$ cat config.mk
export PLATFORM = sky130hd
export DESIGN_NAME = line_sensor_decoder_flat
export DESIGN_NICKNAME = d
export VERILOG_FILES = /design/src/rtl/line_sensor_decoder_pkg.sv /design/src/rtl/line_sensor_decoder_if.sv /design/src/rtl/line_sensor_decoder_node_debounce.sv /design/src/rtl/line_sensor_decoder.sv /design/src/flat_wrapper.sv
export SDC_FILE = /design/constraint.sdc
export NUM_CORES = 1
export LEC_CHECK = 0
export CAP_MARGIN = 20
export CORE_MARGIN = 5
export CORE_UTILIZATION = 45
export DETAILED_ROUTE_END_ITERATION = 8
export PLACE_DENSITY = 0.79
export SETUP_SLACK_MARGIN = 0.2
export SYNTH_ARGS = -nofsm -noshare
export SYNTH_HDL_FRONTEND = slang
export SYNTH_HIERARCHICAL = 1
export SYNTH_SLANG_ARGS = --single-unit
$ cat constraint.sdc
create_clock -name clk_50 -period 2.51 [get_ports clk_50]
set_clock_uncertainty 0.05 [all_clocks]
set_input_delay 0.502 -clock clk_50 [delete_from_list [all_inputs] [get_ports clk_50]]
set_output_delay 0.502 -clock clk_50 [all_outputs]
set_load 0.03 [all_outputs]
$ cat src/rtl/line_sensor_decoder_pkg.sv
// Shared types and helpers for the line-sensor front end and the motor PID.
package sm_line_pkg;

  localparam int unsigned ADC_W = 12;
  localparam int unsigned ERR_W = 8;
  localparam int unsigned CNT_W = 4;

  typedef enum logic {
    OFF_NODE = 1'b0,
    ON_NODE  = 1'b1
  } node_state_e;

  // Clamp a signed 16-bit value into the symmetric range [-127, +127].
  function automatic logic signed [ERR_W-1:0] sat_s8(input logic signed [15:0] x);
    logic signed [ERR_W-1:0] r;
    if (x > 16'sd127) begin
      r = 8'sd127;
    end else if (x < -16'sd127) begin
      r = -8'sd127;
    end else begin
      r = x[ERR_W-1:0];
    end
    return r;
  endfunction

endpackage

$ cat src/rtl/line_sensor_decoder_if.sv
// Sample input strobe/data and decoded result bundle for line_sensor_decoder.
interface line_sensor_decoder_if;
  import sm_line_pkg::*;

  logic                    sample_valid;
  logic [ADC_W-1:0]        left_adc;
  logic [ADC_W-1:0]        center_adc;
  logic [ADC_W-1:0]        right_adc;
  logic                    node_detected;
  logic                    node_pulse;
  logic signed [ERR_W-1:0] error;
  logic                    line_lost;
  logic                    out_valid;

  // Sample producer side.
  modport master (
    output sample_valid, left_adc, center_adc, right_adc,
    input  node_detected, node_pulse, error, line_lost, out_valid
  );

  // Decoder side.
  modport slave (
    input  sample_valid, left_adc, center_adc, right_adc,
    output node_detected, node_pulse, error, line_lost, out_valid
  );

endinterface

$ cat src/rtl/line_sensor_decoder_node_debounce.sv
// Debounces the all-dark sensor pattern into a node level and a one-cycle pulse.
module node_debounce
  import sm_line_pkg::*;
#(
  parameter int unsigned NODE_CONFIRM  = 4,
  parameter int unsigned CLEAR_CONFIRM = 6
) (
  input  logic clk_50,
  input  logic reset_n,
  input  logic valid,
  input  logic all_dark,
  output logic node_detected,
  output logic node_pulse
);

  localparam logic [CNT_W-1:0] ON_TGT  = CNT_W'(NODE_CONFIRM);
  localparam logic [CNT_W-1:0] OFF_TGT = CNT_W'(CLEAR_CONFIRM);
  localparam logic [CNT_W-1:0] CNT_ONE = CNT_W'(1);

  node_state_e      state_q, state_d;
  logic [CNT_W-1:0] on_cnt_q, on_cnt_d;
  logic [CNT_W-1:0] off_cnt_q, off_cnt_d;
  logic             pulse_q, pulse_d;
  logic [CNT_W-1:0] on_inc, off_inc;

  // Saturating increments so the counters can never wrap.
  always_comb begin
    on_inc  = (on_cnt_q == '1)  ? on_cnt_q  : on_cnt_q + CNT_ONE;
    off_inc = (off_cnt_q == '1) ? off_cnt_q : off_cnt_q + CNT_ONE;
  end

  // Next-state and counter logic; only advances on a valid classified sample.
  always_comb begin
    state_d   = state_q;
    on_cnt_d  = on_cnt_q;
    off_cnt_d = off_cnt_q;
    pulse_d   = 1'b0;
    if (valid) begin
      case (state_q)
        OFF_NODE: begin
          if (all_dark) begin
            if (on_inc == ON_TGT) begin
              state_d  = ON_NODE;
              on_cnt_d = '0;
              pulse_d  = 1'b1;
            end else begin
              on_cnt_d = on_inc;
            end
          end else begin
            on_cnt_d = '0;
          end
        end
        ON_NODE: begin
          if (!all_dark) begin
            if (off_inc == OFF_TGT) begin
              state_d   = OFF_NODE;
              off_cnt_d = '0;
            end else begin
              off_cnt_d = off_inc;
            end
          end else begin
            off_cnt_d = '0;
          end
        end
        default: state_d = OFF_NODE;
      endcase
    end
  end

  // State, counters and pulse registers.
  always_ff @(posedge clk_50) begin
    if (!reset_n) begin
      state_q   <= OFF_NODE;
      on_cnt_q  <= '0;
      off_cnt_q <= '0;
      pulse_q   <= 1'b0;
    end else begin
      state_q   <= state_d;
      on_cnt_q  <= on_cnt_d;
      off_cnt_q <= off_cnt_d;
      pulse_q   <= pulse_d;
    end
  end

  assign node_detected = (state_q == ON_NODE);
  assign node_pulse    = pulse_q;

endmodule

$ cat src/rtl/line_sensor_decoder.sv
// Three-stage line-sensor pipeline: capture, classify/difference, saturate/debounce.
module line_sensor_decoder
  import sm_line_pkg::*;
#(
  parameter logic [ADC_W-1:0]        THRESHOLD     = 12'd1500,
  parameter int unsigned             NODE_CONFIRM  = 4,
  parameter int unsigned             CLEAR_CONFIRM = 6,
  parameter int unsigned             ERR_SHIFT     = 4,
  parameter logic signed [ERR_W-1:0] LOST_ERR      = 8'sd100
) (
  input logic            clk_50,
  input logic            reset_n,
  line_sensor_decoder_if.slave sif
);

  // Stage 1: captured samples.
  logic [ADC_W-1:0] left_q, center_q, right_q;
  logic             v1_q;

  // Stage 2: classification and shifted difference.
  logic [2:0]             dark_d, dark_q;
  logic signed [ADC_W:0]  diff_full, diff_d, diff_q;
  logic                   v2_q;

  // Stage 3: results.
  logic signed [ERR_W-1:0] error_q, error_d;
  logic                    lost_q, lost_d;
  logic                    last_dir_q, last_dir_d;
  logic                    out_valid_q;

  logic all_dark;
  logic node_det, node_pls;

  // Stage 1: register the samples only when strobed.
  always_ff @(posedge clk_50) begin
    if (!reset_n) begin
      left_q   <= '0;
      center_q <= '0;
      right_q  <= '0;
      v1_q     <= 1'b0;
    end else begin
      v1_q <= sif.sample_valid;
      if (sif.sample_valid) begin
        left_q   <= sif.left_adc;
        center_q <= sif.center_adc;
        right_q  <= sif.right_adc;
      end
    end
  end

  // Stage 2 combinational: threshold compare and difference widened before the shift.
  always_comb begin
    dark_d    = {left_q >= THRESHOLD, center_q >= THRESHOLD, right_q >= THRESHOLD};
    diff_full = $signed({1'b0, right_q}) - $signed({1'b0, left_q});
    diff_d    = diff_full >>> ERR_SHIFT;
  end

  // Stage 2 registers.
  always_ff @(posedge clk_50) begin
    if (!reset_n) begin
      dark_q <= '0;
      diff_q <= '0;
      v2_q   <= 1'b0;
    end else begin
      v2_q <= v1_q;
      if (v1_q) begin
        dark_q <= dark_d;
        diff_q <= diff_d;
      end
    end
  end

  // Stage 3 combinational: saturated error, or held turn direction when the line is lost.
  always_comb begin
    error_d    = error_q;
    lost_d     = lost_q;
    last_dir_d = last_dir_q;
    if (v2_q) begin
      if (|dark_q) begin
        error_d    = sat_s8({{(16 - ADC_W - 1){diff_q[ADC_W]}}, diff_q});
        lost_d     = 1'b0;
        last_dir_d = diff_q[ADC_W];
      end else begin
        lost_d  = 1'b1;
        error_d = last_dir_q ? -LOST_ERR : LOST_ERR;
      end
    end
  end

  // Stage 3 registers.
  always_ff @(posedge clk_50) begin
    if (!reset_n) begin
      error_q     <= '0;
      lost_q      <= 1'b0;
      last_dir_q  <= 1'b0;
      out_valid_q <= 1'b0;
    end else begin
      error_q     <= error_d;
      lost_q      <= lost_d;
      last_dir_q  <= last_dir_d;
      out_valid_q <= v2_q;
    end
  end

  assign all_dark = &dark_q;

  node_debounce #(
    .NODE_CONFIRM (NODE_CONFIRM),
    .CLEAR_CONFIRM(CLEAR_CONFIRM)
  ) u_debounce (
    .clk_50       (clk_50),
    .reset_n      (reset_n),
    .valid        (v2_q),
    .all_dark     (all_dark),
    .node_detected(node_det),
    .node_pulse   (node_pls)
  );

  assign sif.node_detected = node_det;
  assign sif.node_pulse    = node_pls;
  assign sif.error         = error_q;
  assign sif.line_lost     = lost_q;
  assign sif.out_valid     = out_valid_q;

endmodule

$ cat src/flat_wrapper.sv
// flat-port wrapper written by rule: the top's interface ports become plain ports
module line_sensor_decoder_flat import sm_line_pkg::*;
#(
  parameter logic [ADC_W-1:0]        THRESHOLD     = 12'd1500,
  parameter int unsigned             NODE_CONFIRM  = 4,
  parameter int unsigned             CLEAR_CONFIRM = 6,
  parameter int unsigned             ERR_SHIFT     = 4,
  parameter logic signed [ERR_W-1:0] LOST_ERR      = 8'sd100
)
  (clk_50, reset_n, sif_sample_valid, sif_left_adc, sif_center_adc, sif_right_adc, sif_node_detected, sif_node_pulse, sif_error, sif_line_lost, sif_out_valid);
  line_sensor_decoder_if sif_i ();
  input logic clk_50;
  input logic reset_n;
  input wire logic [$bits(sif_i.sample_valid)-1:0] sif_sample_valid;
  input wire logic [$bits(sif_i.left_adc)-1:0] sif_left_adc;
  input wire logic [$bits(sif_i.center_adc)-1:0] sif_center_adc;
  input wire logic [$bits(sif_i.right_adc)-1:0] sif_right_adc;
  output wire logic [$bits(sif_i.node_detected)-1:0] sif_node_detected;
  output wire logic [$bits(sif_i.node_pulse)-1:0] sif_node_pulse;
  output wire logic [$bits(sif_i.error)-1:0] sif_error;
  output wire logic [$bits(sif_i.line_lost)-1:0] sif_line_lost;
  output wire logic [$bits(sif_i.out_valid)-1:0] sif_out_valid;
  assign sif_i.sample_valid = sif_sample_valid;
  assign sif_i.left_adc = sif_left_adc;
  assign sif_i.center_adc = sif_center_adc;
  assign sif_i.right_adc = sif_right_adc;
  assign sif_node_detected = sif_i.node_detected;
  assign sif_node_pulse = sif_i.node_pulse;
  assign sif_error = sif_i.error;
  assign sif_line_lost = sif_i.line_lost;
  assign sif_out_valid = sif_i.out_valid;
  line_sensor_decoder #(.THRESHOLD(THRESHOLD), .NODE_CONFIRM(NODE_CONFIRM), .CLEAR_CONFIRM(CLEAR_CONFIRM), .ERR_SHIFT(ERR_SHIFT), .LOST_ERR(LOST_ERR)) u_core (.clk_50(clk_50), .reset_n(reset_n), .sif(sif_i));
endmodule
# Word-level counts from Yosys, hierarchy flattened
# Cells that the tools add are included.
[op_classes] order_cmp=5 n_bitwise=3 muxes=16 n_reduce_logical=6 eq_ne=4 n_addsub=3
[op_table] operator="$ge A12 B11 Y1 const B" n=3
[op_table] operator="$mux W8" n=4
[op_table] operator="$mux W4" n=6
[op_table] operator="$sub A12 B12 Y13" n=1
[op_table] operator="$gt A9 B8 Y1 const B" n=1
[op_table] operator="$lt A9 B8 Y1 const B" n=1
[op_table] operator="$add A4 B1 Y4 const B" n=2
[op_table] operator="$eq A4 B3 Y1 const B" n=2
[op_table] operator="$eq A4 B4 Y1 const B" n=2
[op_table] operator="$reduce_and A2 Y1" n=3
[op_table] operator="$reduce_or A3 Y1" n=2
[op_table] operator="$mux W1" n=5
[op_table] operator="$not A1 Y1" n=3
[op_table] operator="$reduce_and A3 Y1" n=1
[op_table] operator="$pmux W1 S2" n=1
[word_totals] elab_cells=52 input_bits=39 register_bits=71

# Logic depth before layout (Yosys ltp)
[logic_depth] depth_word=6 ltp_mapped=8 ltp_nobuf=8

# By module
# Netlist, hierarchy kept.
[modules_own_cells] mod="line_sensor_decoder" area_each_um2=2781.4 cells_per_inst=295 seq_area_each_um2=1181.1 instances=1
[modules_own_cells] mod="node_debounce" area_each_um2=618.1 cells_per_inst=75 seq_area_each_um2=200.2 instances=1

# Least setup slack after synthesis
# OpenSTA, ideal clock, no wires.
[synth_timing] path_kind="register -> register" start="register u_core.left_q[4]" end="register u_core.diff_q[6]" n_path_buf=0 setup_slack_ps=549 path_stages_with_launch=8 t_arrival_ps=1790 t_required_ps=2339 path_cell_list="dfxtp_1 inv_1 ha_1 and3_1 a221o_2 a311oi_2 xor2_1 o21ai_1"
[synth_via] elab_chain_len=1
[synth_rtl] element="from (decl)" line_no="line_sensor_decoder.sv:17" rtl="logic [ADC_W-1:0] left_q, center_q, right_q;"
[synth_rtl] element="from (signal assigned)" line_no="line_sensor_decoder.sv:44" rtl="left_q <= sif.left_adc;"
[synth_rtl] element="$sub A12 B12 Y13" line_no="line_sensor_decoder.sv:54" rtl="diff_full = $signed({1'b0, right_q}) - $signed({1'b0, left_q});"
[synth_rtl] element="to (signal assigned)" line_no="line_sensor_decoder.sv:68" rtl="diff_q <= diff_d;"
[synth_rtl] element="to (decl)" line_no="line_sensor_decoder.sv:22" rtl="logic signed [ADC_W:0] diff_full, diff_d, diff_q;"
# No other way between the ends.
# A chain may end at the register's enable or synchronous reset.

# Worst setup path in the final report
# Ends and elaborated chain as after synthesis.

==> impl_table.tex <==
\begin{tabular}{lr}
\hline
Metric & Value \\
\hline
\multicolumn{2}{l}{\textbf{Status}} \\
\quad Run status & finished clean \\
\multicolumn{2}{l}{\textbf{STA}} \\
\quad Unrepaired setup endpoints after global routing & false \\
\quad Hold slack final & 0.429 ns \\
\quad Fmax & 471 MHz \\
\quad Worst max-slew margin expressed relative to the limit & 62.6\% \\
\quad Final Cycle Share & 84.6\% \\
\quad Number of max-slew violations in the final report & 0 \\
\quad Count of final hold-check violations & 0 \\
\quad Final setup violation count & 0 \\
\quad Time the final worst path needs with I/O delays and setup & 2.12 ns \\
\quad Summed negative setup slack over all endpoints & 0 ns \\
\quad Worst slew pin tran & 0.560 ns \\
\multicolumn{2}{l}{\textbf{Floorplan}} \\
\quad Die width & 96.9 µm \\
\quad Floorplan die area & 0.00939 mm² \\
\quad Die height & 96.9 µm \\
\quad Standard-cell row count & 31 \\
\quad Boundary Pins & slightly above 50 \\
\quad Effective utilization at floorplan & a little under half \\
\quad Total core area & roughly 0.0073 mm² \\
\multicolumn{2}{l}{\textbf{Finish}} \\
\quad Antenna Cells & 0 \\
\quad Share of cells above drive strength 1 & 7.60\% \\
\quad Sequential cell area & 0.00138 mm² \\
\quad Net total in the final layout & 470 \\
\quad Area of the multi-input gates & between 0.0015 and 0.002 mm² \\
\quad Layout overhead on the synthesized area & 22.5\% \\
\quad Fillers & 664 \\
\quad Final std cell area, no fill & about 0.0042 mm² \\
\multicolumn{2}{l}{\textbf{Detailed routing}} \\
\quad Routed wire length on met3 & roughly 220 µm \\
\quad Routed len/inst & 13.1 µm \\
\quad Met2 Routed Length & 3340 µm \\
\quad Aggregate routed wire length & slightly below 7000 µm \\
\quad 1st-iter DRT viols & 86 \\
\quad Via count of the routed design & 2,743 \\
\quad Met1 routed wirelength after detailed routing & $\sim$3200 µm \\
\quad Pre-antenna DRT Iters & 4 \\
\quad Number of routed nets with antenna violations & 0 \\
\quad Avg Vias per Cell & about 5.3 \\
\quad Post-route DRC & 0 \\
\quad Top routing layer in use & met4 \\
\multicolumn{2}{l}{\textbf{Run}} \\
\quad Max Cap Violations & 0 \\
\multicolumn{2}{l}{\textbf{Clock tree}} \\
\quad Number of hold-repair buffers added at the cts stage & 0 \\
\quad Worst-Skew Late Latency & 0.34 ns \\
\quad Number of sinks handled by clock tree synthesis & 69 \\
\quad Number of buffers inserted during clock tree synthesis & 9 \\
\quad Number of levels in the clock H-tree & 3 \\
\quad Bufs on Longest Clock Path & 2 \\
\quad Root buffer cell & sky130\_fd\_sc\_hd\_\_clkbuf\_8 \\
\quad Post-cts repair resize count & 0 \\
\quad Count of buffers added by post-CTS timing repair for setup & 0 \\
\quad CTS clk-pin slew, worst paths & $\sim$0.080 ns \\
\quad CTS tree & yes \\
\multicolumn{2}{l}{\textbf{Critical path}} \\
\quad Worst Setup Path Type & register to register \\
\quad Largest driver fanout on the critical path & 4 \\
\quad Startpoint types & register \\
\quad Worst EP required & 2.69 ns \\
\quad Worst reg-to-reg path cell count & 7 \\
\quad Critical path arrival & 2.30 ns \\
\quad Kind of end point of the critical path & register \\
\multicolumn{2}{l}{\textbf{Place}} \\
\quad Routability cong. & 0.792 \\
\quad Port bufs & 48 \\
\quad HPWL Detailed & 5080 µm \\
\quad Post-Place Cell Area & 0.00397 mm² \\
\multicolumn{2}{l}{\textbf{GRT}} \\
\quad GRT Overall Usage & between 10 and 15\% \\
\quad Global-route wire length before repair & 11,800 µm \\
\quad Pin count of the biggest net entering global routing & 36 \\
\quad Number of global-route vias before repair & 2,658 \\
\quad Overflow left after global routing & 0 \\
\quad Number of antenna violations at the first check in global routing & 0 \\
\multicolumn{2}{l}{\textbf{Logic synthesis}} \\
\quad Synth Instances & between 300 and 400 \\
\quad Post-synthesis area per instance & roughly 9.2 µm² \\
\quad Synthesized area & 0.00340 mm² \\
\quad Sequential area share after synthesis & 40.6\% \\
\quad Number of enable-type register cells in the synthesized netlist & 0 \\
\quad Number of unique standard cell types used by synthesis & 58 \\
\quad Most used flip-flop cell after synthesis & sky130\_fd\_sc\_hd\_\_dfxtp\_1 \\
\quad Share of async-settable or async-resettable flops after synthesis & 0\% \\
\quad YS warnings & 6 \\
\quad Synthesis-stage register bit count & 69 \\
\quad Net Count, Synth & 423 \\
\multicolumn{2}{l}{\textbf{Hold path}} \\
\quad Worst hold path class & register to register \\
\quad Number of cells on the worst hold path & 2 \\
\multicolumn{2}{l}{\textbf{Power}} \\
\quad Static leakage & 1.68 nW \\
\quad Power density relative to cell area & 604 mW/mm² \\
\quad Maximum VDD drop & 0.000344 V \\
\hline
\end{tabular}
## Yosys cell counts, drive strengths merged, types with 6 or more instances
| library cell | instances | share of area [%] |
|---|---|---|
| nand2 | 22 | 2.4 |
| clkbuf | 11 | 1.2 |
| buf | 6 | 0.85 |
| nor2b | 42 | 7.8 |
| ha | 14 | 5.2 |
| a21o | 7 | 1.6 |
| mux2i | 38 | 11 |
| dfxtp | 69 | 41 |
| inv | 18 | 2.0 |
| a31oi | 11 | 2.0 |
| o21ai | 23 | 3.5 |
| nor2 | 15 | 1.7 |
| a21oi | 22 | 3.5 |
| nand3 | 8 | 1.2 |
## layer usage
metal | global-route usage [%] | up-vias
met4 | 5.94 | 0
met3 | 3.09 | 11
li1 | - | 1408
met2 | 25.4 | 47
met1 | 18.1 | 1277
met5 | 0 | -
## layout by cell type (no fill, tap or decap), types with 4 or more instances in the layout
cell type,count
sky130_fd_sc_hd__dfxtp_1,69
sky130_fd_sc_hd__o211a_1,4
sky130_fd_sc_hd__clkdlybuf4s50_1,47
sky130_fd_sc_hd__nor2_1,15
sky130_fd_sc_hd__nand3b_1,5
sky130_fd_sc_hd__a21oi_1,20
sky130_fd_sc_hd__nand2b_1,5
sky130_fd_sc_hd__mux2i_1,38
sky130_fd_sc_hd__nand2_1,22
sky130_fd_sc_hd__ha_1,14
sky130_fd_sc_hd__nand3_1,8
sky130_fd_sc_hd__xor2_1,5
sky130_fd_sc_hd__clkbuf_8,10
sky130_fd_sc_hd__a21o_1,6
sky130_fd_sc_hd__inv_1,18
sky130_fd_sc_hd__buf_4,5
sky130_fd_sc_hd__and3_1,4
sky130_fd_sc_hd__nor2b_1,41
sky130_fd_sc_hd__a31oi_1,11
sky130_fd_sc_hd__o21ai_0,21
## power breakdown
part | switching (mW) | leakage (nW) | internal, mW
clock | 0.419 | 0.0987 | 0.484
combinational | 0.197 | 1.01 | 0.210
sequential | 0.0506 | 0.566 | 1.15
## cells by family (layout without fill, tap and decap cells)
family	count (synthesis)	count (layout)	synth area share, %
AOI/OAI and AO/OA	91	91	17.9
buffers and inverters	35	86	4.05
adders and majority gates	14	14	5.15
muxes	38	38	11.2
xor gates and xnor gates	6	6	1.55
and+or+nand+nor	117	117	19.5
DFF	69	69	40.6
## sequential cells by signal, summed over array words and instances (netlist names)
name,flops
u_core/sif.line_lost,1
u_core/diff_q,9
u_core/left_q,12
u_core/v1_q,1
u_core/sif.error,8
u_core/u_debounce/off_cnt_q,4
u_core/center_q,10
u_core/sif.out_valid,1
u_core/u_debounce/node_pulse,1
u_core/v2_q,1
u_core/u_debounce/on_cnt_q,4
u_core/last_dir_q,1
u_core/u_debounce/node_detected,1
u_core/dark_q,3
u_core/right_q,12
## per-stage QoR
stage               worst slack (ns)  std cells  util (%)  power [mW]
detailed placement             0.419        505      54.4        1.64
global placement               0.469        505      54.4        1.62
finish                         0.387        520      57.1        2.51
CTS                            0.379        520      57.1        2.54
global route                   0.275        520      57.1        2.64
floorplan                      0.549        370         -        1.50
## layout make-up
type	instances	area share, %
flip-flops and latches	69	33.2
well taps	99	2.97
clock buffers	10	3.31
clock inverters	5	1.44
repair buffers	53	12.3
inverters	18	1.62
multi-input cells	266	45.2
## critical path, stage by stage (launching register included)
cell	delay, ns
sky130_fd_sc_hd__dfxtp_1	0.35
sky130_fd_sc_hd__inv_1	0.05
sky130_fd_sc_hd__ha_1	0.35
sky130_fd_sc_hd__and3_1	0.22
sky130_fd_sc_hd__a221o_2	0.44
sky130_fd_sc_hd__a311oi_2	0.30
sky130_fd_sc_hd__xor2_1	0.17
sky130_fd_sc_hd__o21ai_1	0.07
## path summary, 6_finish.rpt
| path | slack, ns | from | endpoint |
|---|---|---|---|
| worst max register to register | 0.39 | u_core/left_q[4] | u_core/diff_q[6] |
| worst min-delay path | 0.43 | u_core/sif.error[0] | u_core/sif.error[0] |
| worst min register to register | 0.43 | u_core/sif.error[0] | u_core/sif.error[0] |
| worst max-delay path | 0.39 | u_core/left_q[4] | u_core/diff_q[6] |
Note: power is estimated with default switching activity, not from simulation.
